`src/rtl/cordic_pkg.sv`:
```
// Shared types for the CORDIC output conversion blocks.
//   bcd_digit_t        : one packed BCD digit
//   bcd_state_e        : state of the sequential binary-to-BCD converter
//   bcd_digits_needed  : decimal digits needed for the largest magnitude of a w-bit word
//                        (s=1: two's complement, largest magnitude 2**(w-1); s=0: 2**w-1)
package cordic_pkg;

  typedef logic [3:0] bcd_digit_t;

  typedef enum logic [1:0] {
    BCD_IDLE,
    BCD_CONV,
    BCD_DONE
  } bcd_state_e;

  function automatic int bcd_digits_needed(int w, bit s);
    longint unsigned v;
    int              n;
    v = s ? (64'd1 << (w - 1)) : ((64'd1 << w) - 64'd1);
    n = 1;
    for (int i = 0; i < 20; i++) begin
      if (v >= 64'd10) begin
        v = v / 64'd10;
        n++;
      end
    end
    return n;
  endfunction

endpackage

```
`src/rtl/cordic_bcd_conv_add3.sv`:
```
// Double-dabble digit adjust: a BCD digit of 5 or more gets +3 so the
// following left shift carries correctly into the next decimal digit.
//   i_digit : digit before the shift
//   o_digit : adjusted digit
module bcd_add3
  import cordic_pkg::*;
(
  input  bcd_digit_t i_digit,
  output bcd_digit_t o_digit
);

  assign o_digit = (i_digit >= 4'd5) ? (i_digit + 4'd3) : i_digit;

endmodule

```
`src/rtl/cordic_bcd_conv.sv`:
```
// Sequential binary to sign+magnitude BCD converter for CORDIC result words,
// with a leading-zero blank mask for the 7-segment scan driver.
//   clk, rst             : clock, synchronous active-high reset
//   in_valid/in_ready    : input word handshake, in_data is the word
//   out_valid/out_ready  : result handshake
//   out_neg              : result sign (always 0 when SIGNED=0)
//   out_bcd              : BCD magnitude, digit k at [4k+3:4k], k=0 is the LSD
//   out_blank            : bit k set when digit k is a leading zero (bit 0 never set)
//   dbg_state            : current converter state
//
// Handshake: a transfer happens on a posedge where valid and ready are both 1.
// in_ready and out_valid are registered state decodes; neither depends
// combinationally on the other side's signal. Valid, once raised, holds with
// its data stable until the transfer.
module cordic_bcd_conv
  import cordic_pkg::*;
#(
  parameter int IN_W   = 16,
  parameter int DIGITS = 5,
  parameter bit SIGNED = 1'b1
) (
  input  logic                clk,
  input  logic                rst,
  input  logic                in_valid,
  output logic                in_ready,
  input  logic [IN_W-1:0]     in_data,
  output logic                out_valid,
  input  logic                out_ready,
  output logic                out_neg,
  output logic [4*DIGITS-1:0] out_bcd,
  output logic [DIGITS-1:0]   out_blank,
  output bcd_state_e          dbg_state
);

  localparam int BCD_W = 4 * DIGITS;
  localparam int SH_W  = BCD_W + IN_W;
  localparam int CNT_W = (IN_W > 1) ? $clog2(IN_W) : 1;
  localparam logic [DIGITS-1:0] BLANK_RST = ~DIGITS'(1);

  // DIGITS must cover the full unsigned range of the word even when SIGNED=1.
  if (DIGITS < bcd_digits_needed(IN_W, 1'b0)) begin : g_digits_check
    $error("cordic_bcd_conv: DIGITS too small for IN_W");
  end
  if (IN_W < 2) begin : g_width_check
    $error("cordic_bcd_conv: IN_W must be at least 2");
  end

  bcd_state_e         r_state;
  logic               r_in_ready;
  logic               r_out_valid;
  logic               r_out_neg;
  logic               r_neg;
  logic [BCD_W-1:0]   r_out_bcd;
  logic [DIGITS-1:0]  r_out_blank;
  logic [CNT_W-1:0]   r_cnt;
  // {bcd accumulator, magnitude} shifted together, one bit per cycle
  logic [SH_W-1:0]    r_sh;

  logic               w_neg;
  logic [IN_W-1:0]    w_mag_in;
  logic [BCD_W-1:0]   w_bcd_adj;
  logic [SH_W-1:0]    w_sh_next;
  logic [BCD_W-1:0]   w_bcd_next;
  logic [DIGITS-1:0]  w_blank_next;
  logic               w_zero;

  assign w_neg = SIGNED & in_data[IN_W-1];
  // Unsigned IN_W-bit negate keeps -2**(IN_W-1) exact.
  assign w_mag_in = w_neg ? (~in_data + IN_W'(1)) : in_data;

  for (genvar k = 0; k < DIGITS; k++) begin : g_add3
    bcd_add3 u_add3 (
      .i_digit (r_sh[IN_W + 4*k +: 4]),
      .o_digit (w_bcd_adj[4*k +: 4])
    );
  end

  assign w_sh_next  = {w_bcd_adj, r_sh[IN_W-1:0]} << 1;
  assign w_bcd_next = w_sh_next[SH_W-1 -: BCD_W];

  // Scan from the MSD down: a digit is blank while everything above it,
  // itself included, is zero. The LSD always shows.
  always_comb begin
    w_blank_next = '0;
    w_zero       = 1'b1;
    for (int k = DIGITS - 1; k >= 0; k--) begin
      w_zero = w_zero & (w_bcd_next[4*k +: 4] == 4'd0);
      if (k > 0) begin
        w_blank_next[k] = w_zero;
      end
    end
  end

  always_ff @(posedge clk) begin
    if (rst) begin
      r_state     <= BCD_IDLE;
      r_in_ready  <= 1'b1;
      r_out_valid <= 1'b0;
      r_out_neg   <= 1'b0;
      r_out_bcd   <= '0;
      r_out_blank <= BLANK_RST;
      r_neg       <= 1'b0;
      r_cnt       <= '0;
      r_sh        <= '0;
    end else begin
      case (r_state)
        BCD_IDLE: begin
          if (in_valid) begin
            r_neg      <= w_neg;
            r_sh       <= {{BCD_W{1'b0}}, w_mag_in};
            r_cnt      <= CNT_W'(IN_W - 1);
            r_in_ready <= 1'b0;
            r_state    <= BCD_CONV;
          end
        end
        BCD_CONV: begin
          r_sh  <= w_sh_next;
          r_cnt <= r_cnt - CNT_W'(1);
          // Last shift: publish the result in the same cycle DONE is entered.
          if (r_cnt == '0) begin
            r_out_bcd   <= w_bcd_next;
            r_out_neg   <= r_neg;
            r_out_blank <= w_blank_next;
            r_out_valid <= 1'b1;
            r_state     <= BCD_DONE;
          end
        end
        BCD_DONE: begin
          if (out_ready) begin
            r_out_valid <= 1'b0;
            r_in_ready  <= 1'b1;
            r_state     <= BCD_IDLE;
          end
        end
        default: begin
          r_out_valid <= 1'b0;
          r_in_ready  <= 1'b1;
          r_state     <= BCD_IDLE;
        end
      endcase
    end
  end

  assign in_ready  = r_in_ready;
  assign out_valid = r_out_valid;
  assign out_neg   = r_out_neg;
  assign out_bcd   = r_out_bcd;
  assign out_blank = r_out_blank;
  assign dbg_state = r_state;

endmodule
```
`config.mk`:
```
export PLATFORM = sky130hd
export DESIGN_NAME = cordic_bcd_conv
export DESIGN_NICKNAME = d
export VERILOG_FILES = /design/src/rtl/cordic_pkg.sv /design/src/rtl/cordic_bcd_conv_add3.sv /design/src/rtl/cordic_bcd_conv.sv
export SDC_FILE = /design/constraint.sdc
export NUM_CORES = 1
export LEC_CHECK = 0
export ABC_AREA = 0
export BUFFER_PORTS_ARGS = -buffer_cell sky130_fd_sc_hd__buf_4
export CAP_MARGIN = 40
export CORE_MARGIN = 1.5
export CORE_UTILIZATION = 51
export DETAILED_ROUTE_END_ITERATION = 6
export PLACE_DENSITY = 0.81
export SYNTH_ARGS = -nofsm -noshare
export SYNTH_HDL_FRONTEND = slang
export SYNTH_SLANG_ARGS = --single-unit
```
`constraint.sdc`:
```
create_clock -name clk -period 1.52 [get_ports clk]
set_input_delay 0.152 -clock clk [delete_from_list [all_inputs] [get_ports clk]]
set_output_delay 0.152 -clock clk [all_outputs]
set_load 0.1 [all_outputs]
```
======== After elaboration in Yosys (flattened, before gate mapping) ========
Cells that the tools add are included.
Widths: inputs -> output; s select.
storage, ports and cells
  bits in registers ....................... 70
  input port bits ......................... 20
  output and inout port bits .............. 30
operators by class
  $add $sub $neg .......................... 7
  order comparisons ....................... 5
  equality and inequality tests ........... 5
  muxes and demuxes ....................... 20
  bitwise operators ....................... 6
  reduce and logical (&&, ||, !) cells .... 13
operators with widths
  cell                   number
  $pmux 36 s2            1
  $mux 36                1
  $ge 4x3->1 const B     5
  $logic_not 4->1        5
  $mux 4                 5
  $add 16x1->16 const B  1
  $add 4x2->4 const B    4
  $mux 16                1
  $not 16->16            1
  $reduce_and 3->1       3
  $pmux 4 s2             1
  $mux 2                 3
  $ne 2x2->1 const B     3
  $pmux 1 s3             2
  $pmux 2 s3             1
  $reduce_and 2->1       3
  $mux 1                 4
  $sub 4x1->4 const B    1
  $add 3x2->3 const B    1
  $and 1x1->1            3
  $mux 3                 1
  $eq 2x1->1 const B     1
  $eq 2x2->1 const B     1
  $logic_not 2->1        1
  other kinds (2)        3

======== Logic depth before layout (Yosys ltp) ========
Gate-level depths: netlist of the first run.
  depth in word-level cells ............... 6
  depth in mapped cells ................... 7
  depth with buffers taken out ............ 7

======== Hierarchy ========
From an unflattened synthesis of the first run, not the netlist that was laid out.
unflattened totals
  cell total of the unflattened synthesis .. 449
  area, all modules ....................... 3488.3 µm²
modules (own cells, without submodules)
  module           times used  cells each  area each (µm²)
  cordic_bcd_conv  1           369         2981.6
  bcd_add3         5           16          101.3

======== Worst setup path before layout of the first run ========
OpenSTA, ideal clock, no wires.
  path type ............................... register -> register
  start ................................... register r_state[1] (netlist: dbg_state[1])
  end ..................................... register r_sh[12]
  library setup time ...................... 75 ps
  arrival time ............................ 2224 ps
  required time ........................... 1445 ps
  slack ................................... -779 ps
  cell stages (with the launch flop) ...... 8
  cells stage by stage .................... dfxtp_1 > nor2b_1 > nor2b_1 > buf_2 > nor2_1 > buf_2 > a22oi_1 > o22ai_1
on the way
  word-level cells in the longest chain between the ends .. 3
  elaborated cells between the ends (all ways) .. 6
ends and longest elaborated chain
  element                                                                  RTL line                text
  start: declaration                                                       cordic_bcd_conv.sv:48   bcd_state_e r_state;
  start signal: assignment                                                 cordic_bcd_conv.sv:96   r_state <= BCD_IDLE;
  start signal: assignment                                                 cordic_bcd_conv.sv:113  r_state <= BCD_CONV;
  start signal: assignment                                                 cordic_bcd_conv.sv:125  r_state <= BCD_DONE;
  $eq 2x1->1 / $logic_not 2->1 (equally long branches)                     cordic_bcd_conv.sv:106  case (r_state)
  $reduce_bool 2->1 (no source line) / $ne 2x2->1 (equally long branches)  n/a
  $reduce_and 2->1 (no source line)                                        n/a
  end signal: assignment                                                   cordic_bcd_conv.sv:110  r_sh <= {{BCD_W{1'b0}}, w_mag_in};
  end signal: assignment                                                   cordic_bcd_conv.sv:117  r_sh <= w_sh_next;
  end: declaration                                                         cordic_bcd_conv.sv:57   logic [SH_W-1:0] r_sh;
Parallel ways exist; a longest one is shown, timed or not.
A chain may end at the register's enable or synchronous reset.

======== Worst setup path in the final report of the first run ========
  start ................................... register r_sh[25]
  end ..................................... register r_sh[26]
on the way
  word-level cells in the longest chain between the ends .. 3
  elaborated cells between the ends (all ways) .. 4
ends and longest elaborated chain
  element                                           RTL line                    text
  $add 4x2->4 / $ge 4x3->1 (equally long branches)  cordic_bcd_conv_add3.sv:12  assign o_digit = (i_digit >= 4'd5) ? (i_digit + 4'd3) : i_digit;
  $mux 4 (*)                                        cordic_bcd_conv_add3.sv:12
  $pmux 36 s2 (*)                                   cordic_bcd_conv.sv:106
Every way passes the cells marked *; elsewhere a longest branch is shown, timed or not.

==> results.toml, run 1 <==
[floorplanning]
die_w_um = 85.82
num_rows = 30
die_h_um = 85.82
start_util_pct = 52.07
ioPinCount = 50
coreArea_um2 = 6719
die_area_um2 = 7365

[yosys]
synthArstFlopShare_pct = 0
synth_cell_type_count = 47
postSynthAreaPerCell_um2 = 8.155
ys_seq_elements = 70
synth-seq-area-share_pct = 40.06
synthCells = 429
synth_warnings = 0
synth_flop_cell = "dfxtp_1"
synthesis.nets = 461
netlist_area_um2 = 3498
synth_edf_count = 0

[finish]
register_area_um2 = 1428
layout_commonest_cell = "buf_4"
layout.nets = 552
fillers = 483
multi_input_area_um2 = 2300
area_delta_synth_final_pct = 40.13
diodes = 0
drive_gt1_share_pct = 36.76
final_cell_mix = "98 x buf_4, 61 x nand2_1, 57 x dfxtp_1, 45 x a21oi_1, 25 x nor2_1"
stdcell_area_um2 = 4902

[critical_path]
cp_max_fo = 4
path_class = "reg -> reg"
worstSetupEndpointType = "flip-flop"
worst-endpoint-required_ns = 1.80
start_kind = "flip-flop"
arrival_ns = 1.88

[power_and_ir_drop]
p_per_area_nw_per_um2 = 906.8
ir_worst_vdd_v = 0.0004235
leakage_uw = 0.001899

[clocking]
clock_sinks = 70
clk_latency_ns = 0.35
numCtsBuffers = 9
cts_root_buffer = "clkbuf_8"
clkTransAtPathRegs_ns = 0.07
cts_tree = "built"
clock_path_buffers = 2
htreeDepth = 3

[drt]
antenna_left = 0
via_per_inst = 5.757
num_vias = 3483
drc = 0
dr.pass1.iters = 4
drt_iter0_markers = 183
wirelength_mm = 9.532
wl_per_cell_um = 15.76

[timing]
fin_crit_sh_pct = 105.2
rsz0062_at_grt = "true"
fin_crit_ns = 1.599
setup_violations = 6
timing.final.hold_violations = 0
slew_violations = 0
fin_ws_ns = -0.07920
setup-tns-final_ns = -0.2805
fmax_mhz = 625.3
slew-limit-headroom_pct = 63.09
worst-slew-pin-transition_ns = 0.5537
whs_ns = 0.07547
fin_skew_ns = 0.008441

[placed_design]
numPortBuffers = 48
postPlaceCellArea_um2 = 4322
gp_congestion = 0.8195
hpwl_mm = 5.758

[grt]
grt_pass1_vias = 3193
grt_first_pass_wirelength_mm = 14.17
grt-ovfl-total = 0
grt_max_degree = 45
track_usage_pct = 24.14
antenna_found_initial = 0

[status]
violations = "negative setup slack"
status = "complete, but fails checks"

[run]
drv_cap = 0

[min_path]
hp-class = "in -> reg"
area by class of cell:
| class | count | share of cell area (%) |
|---|---|---|
| inverter | 14 | 1.174 |
| tap | 80 | 2.042 |
| sequential | 70 | 29.12 |
| multi-input combinational | 319 | 46.91 |
| clock inverter | 1 | 0.1021 |
| timing repair buffer | 106 | 17.46 |
| clock buffer | 15 | 3.190 |
flip-flops by register name, summed over array words and instances (netlist names):
name       count
out_bcd       20
out_blank      4
r_cnt          4
out_valid      1
out_neg        1
in_ready       1
r_sh          36
r_neg          1
dbg_state      2
critical path: stages (launching register included):
cell and delay, ns:
dfxtp_2 0.33, inv_2 0.07, ha_4 0.16, nand2b_4 0.15
a21oi_4 0.17, buf_6 0.13, mux2i_2 0.26, a22oi_1 0.13
nor2_1 0.13
cell usage after synthesis (5+ instances only):
cell | number | area share (%)
a211oi_1 | 12 | 2.6
nand2b_1 | 13 | 2.3
mux2i_1 | 9 | 2.6
a21oi_1 | 54 | 7.7
a22oi_1 | 18 | 3.9
o21ai_0 | 9 | 1.3
dfxtp_1 | 70 | 40
nor2_1 | 27 | 2.9
o21ai_1 | 5 | 0.72
nand3_1 | 19 | 2.7
clkbuf_1 | 19 | 2.0
nor3_1 | 9 | 1.3
buf_2 | 5 | 0.72
xnor2_1 | 15 | 3.8
nor3b_1 | 8 | 1.7
nand2_1 | 62 | 6.7
ha_1 | 12 | 4.3
inv_1 | 14 | 1.5
stage by stage:
| step | util (%) | setup slack, ns | cells | total power (µW) |
|---|---|---|---|---|
| global route | 72.96 | -0.1828 | 605 | 4647 |
| global placement | 64.32 | -0.1405 | 578 | 3035 |
| detailed placement | 64.32 | -0.1751 | 578 | 3060 |
| CTS | 68.64 | -0.04491 | 597 | 4355 |
| finish | 72.96 | -0.07920 | 605 | 4445 |
| floorplan | - | -0.03666 | 429 | 2782 |
cells by family after synthesis:
kind of cell,Yosys count,synth area share [%]
mux,9,2.575
other cells,1,0.1072
xor+xnor,18,4.507
buf+inv,42,5.007
fa+ha+maj,12,4.292
flops,70,40.06
compound gates,120,21.96
simple gates,157,21.50
power breakdown:
part | leakage (µW) | internal, µW | total, µW | switching, µW
Clock | 0.0000817 | 638 | 1290 | 656
Combinational | 0.00124 | 391 | 1140 | 748
Sequential | 0.000577 | 1940 | 2010 | 77.1
Total | 0.00190 | 2960 | 4450 | 1480
path summary, 6_finish.rpt:
path | from | end | slack (ns) | depth (start not counted)
min | out_ready | dbg_state[1] | 0.08 | 4
max reg2reg | r_sh[25] | r_sh[26] | -0.08 | 8
max | r_sh[25] | r_sh[26] | -0.08 | 8
min reg2reg | out_bcd[9] | out_bcd[9] | 0.46 | 2
routing by layer:
metal	GRT usage [%]	vias to the layer above	part of all wire (%)	wire, µm
met3	6.833	19	4.4	419
li1	-	1696	-	-
met5	0	-	0	0
met2	41.95	110	52	4926
met1	28.41	1658	41	3930
met4	8.651	0	2.7	256
timing repair:
| item | in CTS | in global routing |
|---|---|---|
| buffers inserted | 3 | 7 |
| endpoints found under the setup margin | 16 | 51 |
| pin swaps | 7 | 10 |
| hold buffers | 0 | 0 |
| gates cloned | 0 | 2 |
| gates resized for setup | 26 | 52 |
Power figures use the tool's default switching activity.
==> inputs of run 2 (changes only) <==
- CELL_PAD_IN_SITES_DETAIL_PLACEMENT: not set -> 0
- CELL_PAD_IN_SITES_GLOBAL_PLACEMENT: not set -> 1
- CORE_UTILIZATION: 51 -> 38
==> run 2 against run 1 <==
Fmax is 1.0% lower. Via count shrank 2.1%. Setup slack got worse by 0.017 ns. Core utilization shrank 14 points. The run ends with design-rule violations, negative setup slack left. Highest routed layer unchanged. Die area rose by 33%.
==> results.toml, run 2 (same netlist as run 1, synthesis figures left out) <==
[clocking]
numCtsBuffers = 9
holdBufCountCts = 0
clock_path_buffers = 2
clock_sinks = 70
htreeDepth = 3
clk_latency_ns = 0.34
cts_tree = "built"
clkTransAtPathRegs_ns = 0.08
cts_root_buffer = "clkbuf_8"

[floorplanning]
ioPinCount = 50
coreArea_um2 = 8806
die_w_um = 98.95
num_rows = 34
die_area_um2 = 9791
die_h_um = 98.95
start_util_pct = 39.73

[critical_path]
arrival_ns = 1.89
start_kind = "flip-flop"
path_class = "reg -> reg"
cp_max_fo = 3
worstSetupEndpointType = "flip-flop"
worst-endpoint-required_ns = 1.79

[finish]
final_cell_mix = "108 x buf_4, 62 x nand2_1, 56 x dfxtp_1, 43 x a21oi_1, 25 x nor2_1"
final_cell_count_no_fill = 644
layout.nets = 563
top_register = "r_sh"
register_area_um2 = 1434
multi_input_area_um2 = 2391
drive_gt1_share_pct = 42.91
diodes = 0
area_delta_synth_final_pct = 48.53
final_util_pct = 59.01
layout_commonest_cell = "buf_4"
fillers = 749
largest_register_ffs = 36

[placed_design]
place_inst = 612
dp_slack_ns = -0.1646
numPortBuffers = 48
gp_congestion = 0.7891
hpwl_mm = 5.886

[power_and_ir_drop]
p_switching_uw = 1588
finalPower_uw = 4952
p_seq_share_pct = 40.6
p_comb_share_pct = 25.2
leakage_uw = 0.001998
clockPowerShare_pct = 34.2
ir_worst_vdd_v = 0.0004848
p_per_area_nw_per_um2 = 953.0
p_sw_share_pct = 32.06
internal_power_uw = 3365

[drt]
drc = 3
via_per_inst = 5.297
dr.pass1.iters = 6
num_vias = 3411
wirelength_mm = 9.161
drt_iter0_markers = 90
antenna_left = 0
wl_per_cell_um = 14.23

[status]
status = "complete, but fails checks"
violations = "design-rule violations, negative setup slack"

[timing]
timing.final.hold_violations = 0
fmax_mhz = 618.9
setup_violations = 11
fin_crit_sh_pct = 106.3
fin_ws_ns = -0.09582
slew_violations = 0
setup-tns-final_ns = -0.3261
rsz0062_at_grt = "true"
fin_crit_ns = 1.616
fin_skew_ns = 0.009325

[grt]
grt_first_pass_wirelength_mm = 14.48
track_usage_pct = 18.18
antenna_found_initial = 0
grt_pass1_vias = 3136
grt-ovfl-total = 0
grt_max_degree = 29

[min_path]
hp-class = "in -> reg"

[run]
drv_cap = 0
run 2: cell types whose count changed in the layout (fill, tap and decap cells not counted), moves of 3 or more:
cell / change
buf_4: +10
clkbuf_1: -4
o21ai_1: -4
a22oi_1: -11
inv_2: -3
buf_12: -3
inv_4: +3
o21ai_0: -3
o21ai_2: +6
a22oi_2: +11
a21oi_2: +4
run 2: worst max-delay path, cell delays in order (launching register included):
cell and delay, ns:
dfxtp_2 0.36, inv_4 0.05, ha_4 0.15, nand2b_4 0.15
nor3b_4 0.16, and3b_1 0.25, nand4_1 0.16, buf_4 0.18
o21ai_2 0.09
run 2: stage by stage:
| stage | hold WS [ns] | cell area (µm²) |
|---|---|---|
| detailed placement | 0.4285 | 4377 |
| CTS | 0.05909 | 4822 |
| global route | 0.09857 | 5196 |
| floorplan | 0.3150 | 3616 |
| global placement | 0.4254 | 4377 |
| finish | 0.07447 | 5196 |
run 2: cell type report:
type	instances	area share, %
clock buffer	11	2.721
clock inverter	5	1.565
inverter	14	1.252
multi-input combinational	318	46.01
sequential	70	27.59
tap	108	2.601
timing repair buffer	118	18.25
run 2: power by group through the flow:
stage	sequential [µW]	clock, µW	combinational [µW]
2_1_floorplan	2330	0	456
3_3_place_gp	2040	0	1010
3_5_place_dp	2050	0	1020
4_1_cts	2000	1730	1100
5_1_grt	2020	1810	1320
6_report	2010	1690	1250
run 2: path summary, 6_finish.rpt:
path	from	depth (start not counted)	slack [ns]	end
setup reg to reg	r_sh[29]	8	-0.1	out_blank[2]
hold reg to reg	out_bcd[1]	2	0.46	out_bcd[1]
setup / recovery	r_sh[29]	8	-0.1	out_blank[2]
hold / removal	out_ready	4	0.07	dbg_state[1]
run 2: repair_timing:
action / in CTS / in global routing
setup endpoints to repair: 13 / 45
resized for setup: 47 / 69
buffers inserted: 3 / 10
cloned: 2 / 1
pin swaps: 11 / 24
run 2: layer usage:
layer	GRT usage, %	vias to the layer above	share of wire [%]
met5	0	-	0
met4	6.264	0	1.1
met3	2.624	11	2.7
met2	31.19	58	51
met1	23.35	1623	45
li1	-	1719	-
==> inputs of run 3 (changes only) <==
- BUFFER_PORTS_ARGS: -buffer_cell sky130_fd_sc_hd__buf_4 -> not set
- CORE_UTILIZATION: 38 -> 42
- DONT_BUFFER_PORTS: not set -> 1
==> run 3 against run 2 <==
The flow finishes with violations (negative hold slack, negative setup slack). Routed wire length down 0.91%. First-iteration DRC count increased by 67%. Setup slack got worse by 0.0077 ns. Flip-flop and latch count is the same. Clock power shrank 12%. Die area down 9.2%. Power shrank 5.9%. Combinational power is 6% lower. Fmax decreased by 0.47%. Via count is 2.7% lower. Clock skew fell by 0.0017 ns. Register-to-register slack hardly changed. Largest cell class unchanged.
==> results.toml, run 3 (same netlist as run 1, synthesis figures left out) <==
[critical_path]
arrival_ns = 1.88
cp_max_fo = 3
start_kind = "flip-flop"
crit_chain = "inv_2 -> ha_1 -> nand2b_4 -> a21oi_4 -> mux2i_1 -> nand4_1 -> o31ai_1"
worst-endpoint-required_ns = 1.78
critPathMaxStageDelay_ns = 0.34
worstSetupEndpointType = "flip-flop"
cp_slowest_cell = "dfxtp_2"
worst-path-buf-inv = 1
path_class = "reg -> reg"
path_delay_family = "compound AO/OA/AOI/OAI gates"

[grt]
grt_first_pass_wirelength_mm = 14.08
antenna_found_initial = 0
track_usage_pct = 20.17
grt-ovfl-total = 0
grt_max_degree = 72
grt_pass1_vias = 3091

[min_path]
hp-class = "in -> reg"

[timing]
fin_skew_ns = 0.007632
fin_crit_sh_pct = 106.8
rsz0062_at_grt = "true"
slew_violations = 0
fin_ws_ns = -0.1035
fin_crit_ns = 1.623
whs_ns = -0.1285
timing.final.hold_violations = 70
fmax_mhz = 616.0
setup_violations = 11

[run]
drv_cap = 0

[floorplanning]
ioPinCount = 50
num_rows = 33
die_w_um = 94.27
coreArea_um2 = 8134
start_util_pct = 43.01
die_area_um2 = 8886
die_h_um = 94.27

[drt]
via_per_inst = 5.488
dr.pass1.iters = 4
antenna_left = 0
wirelength_mm = 9.078
num_vias = 3320
drc = 0
drt_iter0_markers = 150
wl_per_cell_um = 15.00

[placed_design]
dp_slack_ns = -0.2111
numPortBuffers = 0
hpwl_mm = 5.364
gp_congestion = 0.7766

[clocking]
clk_latency_ns = 0.34
clock_sinks = 70
clkTransAtPathRegs_ns = 0.07
cts_root_buffer = "clkbuf_8"
numCtsBuffers = 9
cts_tree = "built"
clock_path_buffers = 2
htreeDepth = 3

[power_and_ir_drop]
finalPower_uw = 4660
leakage_uw = 0.001864
p_per_area_nw_per_um2 = 938.1
ir_worst_vdd_v = 0.0004051

[finish]
diodes = 0
register_area_um2 = 1426
final_cell_mix = "67 x buf_4, 61 x nand2_1, 58 x dfxtp_1, 44 x a21oi_1, 25 x nor2_1"
drive_gt1_share_pct = 35.20
area_delta_synth_final_pct = 41.99
multi_input_area_um2 = 2369
layout.nets = 529
layout_commonest_cell = "buf_4"
largest_register_ffs = 36
top_register = "r_sh"
fillers = 661

[status]
status = "complete, but fails checks"
violations = "negative hold slack, negative setup slack"
==> run 3: cell types whose count changed in the layout (fill, tap and decap cells not counted), moves of 3 or more <==
cell     previous run  this run
mux2i_2             4         1
a22oi_2            12         7
o21ai_2             7         1
inv_4               5         2
o21ai_0             3         7
buf_4             108        67
o21ai_1             3         6
mux2i_4             0         4
a22oi_1             6        11
buf_12              0         5
==> run 3: stage by stage <==
| step | utilization, % | cell area, µm² | std cells | TNS (ns) |
|---|---|---|---|---|
| final | 61.07 | 4967 | 605 | -0.3866 |
| after CTS | 56.87 | 4626 | 598 | -0.3864 |
| after detailed placement | 50.93 | 4143 | 574 | -2.445 |
| after floorplan | - | 3616 | 429 | -0.1766 |
| after global placement | 50.75 | 4128 | 573 | -6.457 |
| after global routing | 61.07 | 4967 | 605 | -2.010 |
==> run 3: path summary, 6_finish.rpt <==
path	startpoint	to	slack (ns)	cells past startpoint
worst max-delay path	r_sh[29]	out_blank[1]	-0.10	7
worst max register to register	r_sh[29]	out_blank[1]	-0.10	7
worst min register to register	out_bcd[5]	out_bcd[5]	0.45	2
worst min-delay path	rst	r_sh[3]	-0.13	1
==> run 3: layout make-up <==
class / count / area share, %
multi-input combinational: 318 / 47.68
tap: 105 / 2.645
timing repair buffer: 84 / 15.99
sequential: 70 / 28.72
clock buffer: 13 / 3.199
clock inverter: 1 / 0.6045
inverter: 14 / 1.159
==> run 3: per-layer routing <==
layer / vias up / wire (µm) / global-route usage, %
met2: 59 / 4540 / 34.59
met4: 0 / 131 / 8.458
met5: - / 0 / 0
met1: 1587 / 4109 / 24.34
met3: 10 / 297 / 4.045
li1: 1664 / - / -
==> run 3: where the power goes <==
part | internal [µW] | total, µW | switching [µW]
Combinational | 446 | 1170 | 720
Sequential | 1930 | 2000 | 65.3
Clock | 832 | 1490 | 662
==> run 3: what timing repair did <==
action / 4_1_cts / 5_1_grt
endpoints found under the hold margin: 70 / 70
buffers inserted: 9 / 4
gates cloned: 1 / 3
gates resized for setup: 43 / 55
pin swaps: 13 / 12
endpoints found under the setup margin: 33 / 52
==> run 3: worst reg2reg max path, cell delays in order, from the launching register on <==
cell and delay, ns:
dfxtp_2 0.34, inv_2 0.05, ha_1 0.18, nand2b_4 0.15, a21oi_4 0.14, mux2i_1 0.27, nand4_1 0.19, o31ai_1 0.22
